<file path="src/rtl/nibble_serial_adder.sv">
// nibble_serial_adder: WIDTH-bit add computed one nibble per cycle through a single 4-bit adder
module nibble_serial_adder #(
  parameter int WIDTH = 16
) (
  input  logic             clk,
  input  logic             rst_n,
  input  logic             in_valid,
  output logic             in_ready,
  input  logic [WIDTH-1:0] a,
  input  logic [WIDTH-1:0] b,
  output logic             out_valid,
  input  logic             out_ready,
  output logic [WIDTH-1:0] sum,
  output logic             carryout,
  output logic             overflow,
  output logic             busy
);
  localparam int NIB = WIDTH / 4;
  localparam int IW = (NIB > 1) ? $clog2(NIB) : 1;

  typedef enum logic [1:0] {IDLE, ADD, DONE} state_t;

  state_t           state_q, state_d;
  logic [WIDTH-1:0] a_q, a_d, b_q, b_d, sum_q, sum_d;
  logic [IW-1:0]    idx_q, idx_d;
  logic             carry_q, carry_d, cout_q, cout_d, ovf_q, ovf_d;
  logic [4:0]       nib;
  logic             last;

  assign in_ready  = state_q == IDLE;
  assign out_valid = state_q == DONE;
  assign busy      = state_q != IDLE;
  assign sum       = sum_q;
  assign carryout  = cout_q;
  assign overflow  = ovf_q;

  // next-state: operand capture, one nibble pass per ADD cycle, handshake out of DONE
  always_comb begin
    state_d = state_q;
    a_d     = a_q;
    b_d     = b_q;
    sum_d   = sum_q;
    idx_d   = idx_q;
    carry_d = carry_q;
    cout_d  = cout_q;
    ovf_d   = ovf_q;
    nib     = {1'b0, a_q[4*idx_q +: 4]} + {1'b0, b_q[4*idx_q +: 4]} + {4'b0, carry_q};
    last    = idx_q == IW'(NIB - 1);
    if (state_q == IDLE && in_valid) begin
      a_d     = a;
      b_d     = b;
      carry_d = 1'b0;
      idx_d   = '0;
      state_d = ADD;
    end
    if (state_q == ADD) begin
      sum_d[4*idx_q +: 4] = nib[3:0];
      carry_d = nib[4];
      idx_d   = last ? idx_q : idx_q + IW'(1);
      state_d = last ? DONE : ADD;
      cout_d  = last ? nib[4] : cout_q;
      ovf_d   = last ? (a_q[WIDTH-1] == b_q[WIDTH-1]) && (nib[3] != a_q[WIDTH-1]) : ovf_q;
    end
    if (state_q == DONE && out_ready) state_d = IDLE;
  end

  // state registers with synchronous active-low reset that aborts any operation
  always_ff @(posedge clk) begin
    if (!rst_n) begin
      state_q <= IDLE;
      a_q     <= '0;
      b_q     <= '0;
      sum_q   <= '0;
      idx_q   <= '0;
      carry_q <= 1'b0;
      cout_q  <= 1'b0;
      ovf_q   <= 1'b0;
    end else begin
      state_q <= state_d;
      a_q     <= a_d;
      b_q     <= b_d;
      sum_q   <= sum_d;
      idx_q   <= idx_d;
      carry_q <= carry_d;
      cout_q  <= cout_d;
      ovf_q   <= ovf_d;
    end
  end
endmodule

</file>
<file path="config.mk">
export PLATFORM = sky130hd
export DESIGN_NAME = nibble_serial_adder
export DESIGN_NICKNAME = d
export VERILOG_FILES = /design/src/rtl/nibble_serial_adder.sv
export SDC_FILE = /design/constraint.sdc
export NUM_CORES = 1
export LEC_CHECK = 0
export BUFFER_PORTS_ARGS = -buffer_cell sky130_fd_sc_hd__buf_2
export CORE_ASPECT_RATIO = 0.6
export CORE_UTILIZATION = 57
export CTS_CLUSTER_DIAMETER = 60
export CTS_CLUSTER_SIZE = 12
export DETAILED_ROUTE_END_ITERATION = 16
export HOLD_SLACK_MARGIN = 0.02
export PLACE_DENSITY_LB_ADDON = 0.15
export SLEW_MARGIN = 40
export SYNTH_ARGS = -nofsm -noshare
export SYNTH_HDL_FRONTEND = slang
export SYNTH_SLANG_ARGS = --single-unit
</file>
<file path="constraint.sdc">
create_clock -name clk -period 8.96 [get_ports clk]
set_clock_uncertainty 0.2 [all_clocks]
set_input_delay 2.24 -clock clk [delete_from_list [all_inputs] [get_ports clk]]
set_output_delay 2.24 -clock clk [all_outputs]
set_load 0.01 [all_outputs]
</file>
Yosys cells after proc, flatten, opt, wreduce, memory -nomap -nowiden
Index checks and enable logic that the tools add are counted.
{"block": "word_totals", "ff_bits": 55, "out_inout_bits": 21}
{"block": "classes", "n_addsub": 4, "eq_ne": 6, "shift": 4, "muxes": 9, "bitwise_logic": 1, "reduce_logical": 9}
{"cell": "$neg 4->34", "n": 1}
{"cell": "$shift 4x34->16 const A", "n": 1}
{"cell": "$shiftx 4x34->16", "n": 1}
{"cell": "$shiftx 16x5->4", "n": 2}
{"cell": "$bwmux 16", "n": 1}
{"cell": "$mux 2", "n": 6}
{"cell": "$add 4x4->5", "n": 1}
{"cell": "$add 5x1->5", "n": 1}
{"cell": "$eq 2x2->1 const B", "n": 2}
{"cell": "$reduce_and 2->1", "n": 2}
{"cell": "$reduce_bool 2->1", "n": 2}
{"cell": "$logic_and 1x1->1", "n": 3}
{"cell": "$add 2x1->2 const B", "n": 1}
{"cell": "$eq 2x1->1 const B", "n": 1}
{"cell": "$logic_not 2->1", "n": 1}
{"cell": "$mux 1", "n": 2}
{"cell": "$ne 2x2->1 const B", "n": 1}
{"cell": "$reduce_or 2->1", "n": 1}
{"cell": "$eq 1x1->1", "n": 1}
{"cell": "$ne 1x1->1", "n": 1}
{"cell": "$not 1->1", "n": 1}

Logic depth before layout (Yosys ltp)
{"block": "depth", "ltp_word": 5, "depth_mapped": 8, "mapped_depth_nobuf": 7}

Least setup slack after synthesis
Ideal clock, no wire load.
{"block": "synth_path", "kind": "input to register", "from": "input in_valid", "to": "register a_q[0]", "setup_ns": 0.076, "t_arrival_ns": 3.021, "required_ns": 8.684, "setup_slack_ns": 5.663, "stages": 4, "path_cell_list": "nor3b_2 > clkbuf_1 > nand2_1 > a21boi_0"}
{"block": "synth_via", "elab_chain_len": 1}
{"element": "start, declared", "line": "7", "rtl": "input logic in_valid,"}
{"element": "$logic_and 1x1->1", "line": "49", "rtl": "if (state_q == IDLE && in_valid) begin"}
{"element": "end signal, assigned", "line": "71", "rtl": "a_q <= '0;"}
{"element": "end signal, assigned", "line": "80", "rtl": "a_q <= a_d;"}
{"element": "end, declared", "line": "24", "rtl": "logic [WIDTH-1:0] a_q, a_d, b_q, b_d, sum_q, sum_d;"}
Every way passes these cells.
A chain may end at the register's enable or synchronous reset.

Final worst setup path
{"block": "layout_path", "from": "register state_q[0]", "to": "output busy"}
{"block": "layout_via", "elab_chain_len": 1}
{"element": "start, declared", "line": "23", "rtl": "state_t state_q, state_d;"}
{"element": "start signal, assigned", "line": "79", "rtl": "state_q <= state_d;"}
{"element": "$reduce_bool 2->1", "line": "32", "rtl": "assign busy = state_q != IDLE;"}
{"element": "end, declared", "line": "16", "rtl": "output logic busy"}
Every way passes these cells.

==> run_results.csv <==
group,metric,value,unit
sta,grt_setup_unrepaired,"false",
global_routing,grt_pass1_wl,8383,um
floorplan,die_w,88.05,um
yosys,synth.distinct_cells,38,
global_routing,antenna_found_initial,0,
worst_setup_path,rrSetupSlack,5640,ps
global_routing,grt_start_max_net_pins,59,
worst_setup_path,worstSetupPathType,"reg2out",
worst_hold_path,hp-class,"reg2reg",
yosys,syn-num-nets,321,
worst_setup_path,worstPathRequired,6520,ps
power,power,0.4982,mW
worst_setup_path,critical_path_peak_fanout,9,
worst_setup_path,end_kind,"output port",
cells_and_area,antennaDiodeCount,0,
clocking,cts_tree,"yes",
clocking,cts_made_buffers,5,
sta,maxSlewHeadroom,47.61,%
placement,place_hpwl,3841,um
outcome,outcome,"finished, final reports clean",
drt,routedWlPerCell,14.23,um
worst_setup_path,cp_slowest_cell,"dfxtp_1",
yosys,yosys_warnings,0,
flow_run,max-cap-violations,0,
clocking,postCtsSetupBuffers,0,
floorplan,die_h,53.63,um
drt,dr.first_iter.drc_count,116,
cells_and_area,final_common_cell,"nand2_1",
cells_and_area,final_core_util,70.07,%
yosys,synth_cells,275,
clocking,cts_htree_levels,2,
cells_and_area,drive_gt1_share,24.15,%
clocking,cts_hold_buffers,0,
clocking,cts_root_buf,"clkbuf_8",
clocking,cts_resized,0,
worst_setup_path,cp.arrival,1220,ps
yosys,synth.area.top_cells,"dfxtp_1, nand2_1, a21boi_0",
sta,period_share,40.86,%
sta,worst_slew_pin_slew,778.7,ps
drt,viasPerCell,5.407,
yosys,seq_area_frac_synth,43.48,%
yosys,synth_area_per_cell,9.209,sq um
drt,detail_route.first_pass.iterations,4,
cells_and_area,layout.nets,368,
power,power_leakage,1.218,nW
drt,ant_nets,0,
worst_setup_path,critPathLaunchType,"flop",
placement,io_buffers,56,
global_routing,grt_pass1_vias,1680,
clocking,path_clk_slew,90,ps
sta,max_freq,273.2,MHz
power,ir_worst_vdd,0.09158,mV
sta,holdWs,266.1,ps
global_routing,track_usage,24.40,%
floorplan,start_util,60.45,%
drt,wl,5450,um
sta,setup_viol,0,
global_routing,overflow,0,
clocking,clock-sinks,55,
sta,setup_tns,0,ps
cells_and_area,layout_common_cells,"nand2_1, dfxtp_1, buf_2, a21boi_0, nor2b_1",
yosys,netlist_area,0.002532,sq mm
yosys,synth_top_cell_by_area,"dfxtp_1",
drt,num_vias,2071,
drt,drc,0,
yosys,synth_top_area_share,43.48,%
floorplan,num_rows,18,
worst_setup_path,max_stage_delay,580,ps
floorplan,io_pins,57,
sta,hold_viol,0,
sta,period_needed,3661,ps
worst_setup_path,path_cells,"nor2_1 > inv_1 > buf_2",
clocking,clock_latency,310,ps
clocking,clockBufferDepth,2,
yosys,synth_seq_cells,55,
floorplan,die-area,0.004722,sq mm
cells_and_area,areaGrowthSynthToFinish,15.91,%
floorplan,core,0.004189,sq mm
worst_setup_path,critPathBufInv,2,
placement,gp_congestion,0.8459,
sta,slew_viol_final,0,
power,powerDensity,169.7,mW/mm^2
worst_setup_path,cp_top_family,"flip-flops",
## state kept, by name, indices dropped and copies added (netlist names)
signal and flops:
idx_q 2, carryout 1, overflow 1, carry_q 1, state_q 2, sum 16
a_q 16, b_q 16
## area by class of cell
cell class / count / area, sq um
fill: 352 / 1254
multi-input combinational: 199 / 1341
timing repair buffer: 57 / 290.3
sequential: 55 / 1101
clock buffer: 5 / 68.82
clock inverter: 3 / 43.79
inverter: 4 / 15.01
tap: 60 / 75.07
## report_power, final
part / switching (mW) / total, mW / internal (mW)
logic: 0.0380 / 0.0688 / 0.0308
registers: 0.0100 / 0.265 / 0.255
clock network: 0.0808 / 0.164 / 0.0833
## stage by stage
stage / instances / instance area [sq um] / setup slack (ps)
CTS: 383 / 2933 / 5301
finish: 383 / 2935 / 5299
detailed placement: 375 / 2820 / 5439
floorplan: 275 / 2532 / 5663
global placement: 375 / 2818 / 5262
global route: 383 / 2935 / 5244
## path summary, 6_finish.rpt
path,startpoint,to,cells past startpoint
worst max-delay path,state_q[0]$_SDFFE_PP0P_,busy,3
worst min-delay path,a_q[1]$_SDFFE_PN0P_,a_q[1]$_SDFFE_PN0P_,2
worst max register to register,idx_q[0]$_SDFFE_PN0P_,sum[14]$_SDFFE_PN0P_,6
worst min register to register,a_q[1]$_SDFFE_PN0P_,a_q[1]$_SDFFE_PN0P_,2
## cells in the mapped netlist, drive strengths merged
cell,count
or2b,1
buf,4
mux4,8
clkbuf,13
nand3,3
and2,2
nand2b,2
or4,2
nor2,4
o21ai,6
a21oi,2
fa,2
a22oi,13
and3,1
a21o,1
o31ai,1
or2,2
ha,8
xor2,1
o211a,1
nand4bb,1
a21boi,35
o211ai,1
nand2,78
nor3b,2
dfxtp,55
o22ai,1
a31oi,1
nor2b,14
nor4,3
inv,4
nand3b,1
a211o,1
and2b,1
## metal layers
metal  track usage (%)  part of all wire (%)  up-vias
met5                 0                     0        -
met4             8.871                   1.3        0
met3             5.061                   6.8        6
met2             32.82                    40       63
met1             37.93                    52      966
li1                  -                     -     1036
## cell families after synthesis
group / count (synthesis) / synth area share (%)
AOI/OAI and AO/OA: 63 / 17.94
xor gates and xnor gates: 1 / 0.3459
adders and majority gates: 10 / 5.534
buffers and inverters: 21 / 3.903
DFF: 55 / 43.48
muxes: 8 / 7.115
and+or+nand+nor: 117 / 21.69
## worst reg2reg max path, delay by kind of cell, from the launching register on
| family | cells | cell delay (ps) |
|---|---|---|
| adders and majority gates | 2 | 860 |
| AOI/OAI and AO/OA | 1 | 170 |
| DFF | 1 | 840 |
| xor gates and xnor gates | 1 | 430 |
| muxes | 1 | 630 |
| and+or+nand+nor | 1 | 130 |
Note: power is estimated with default switching activity, not from simulation.
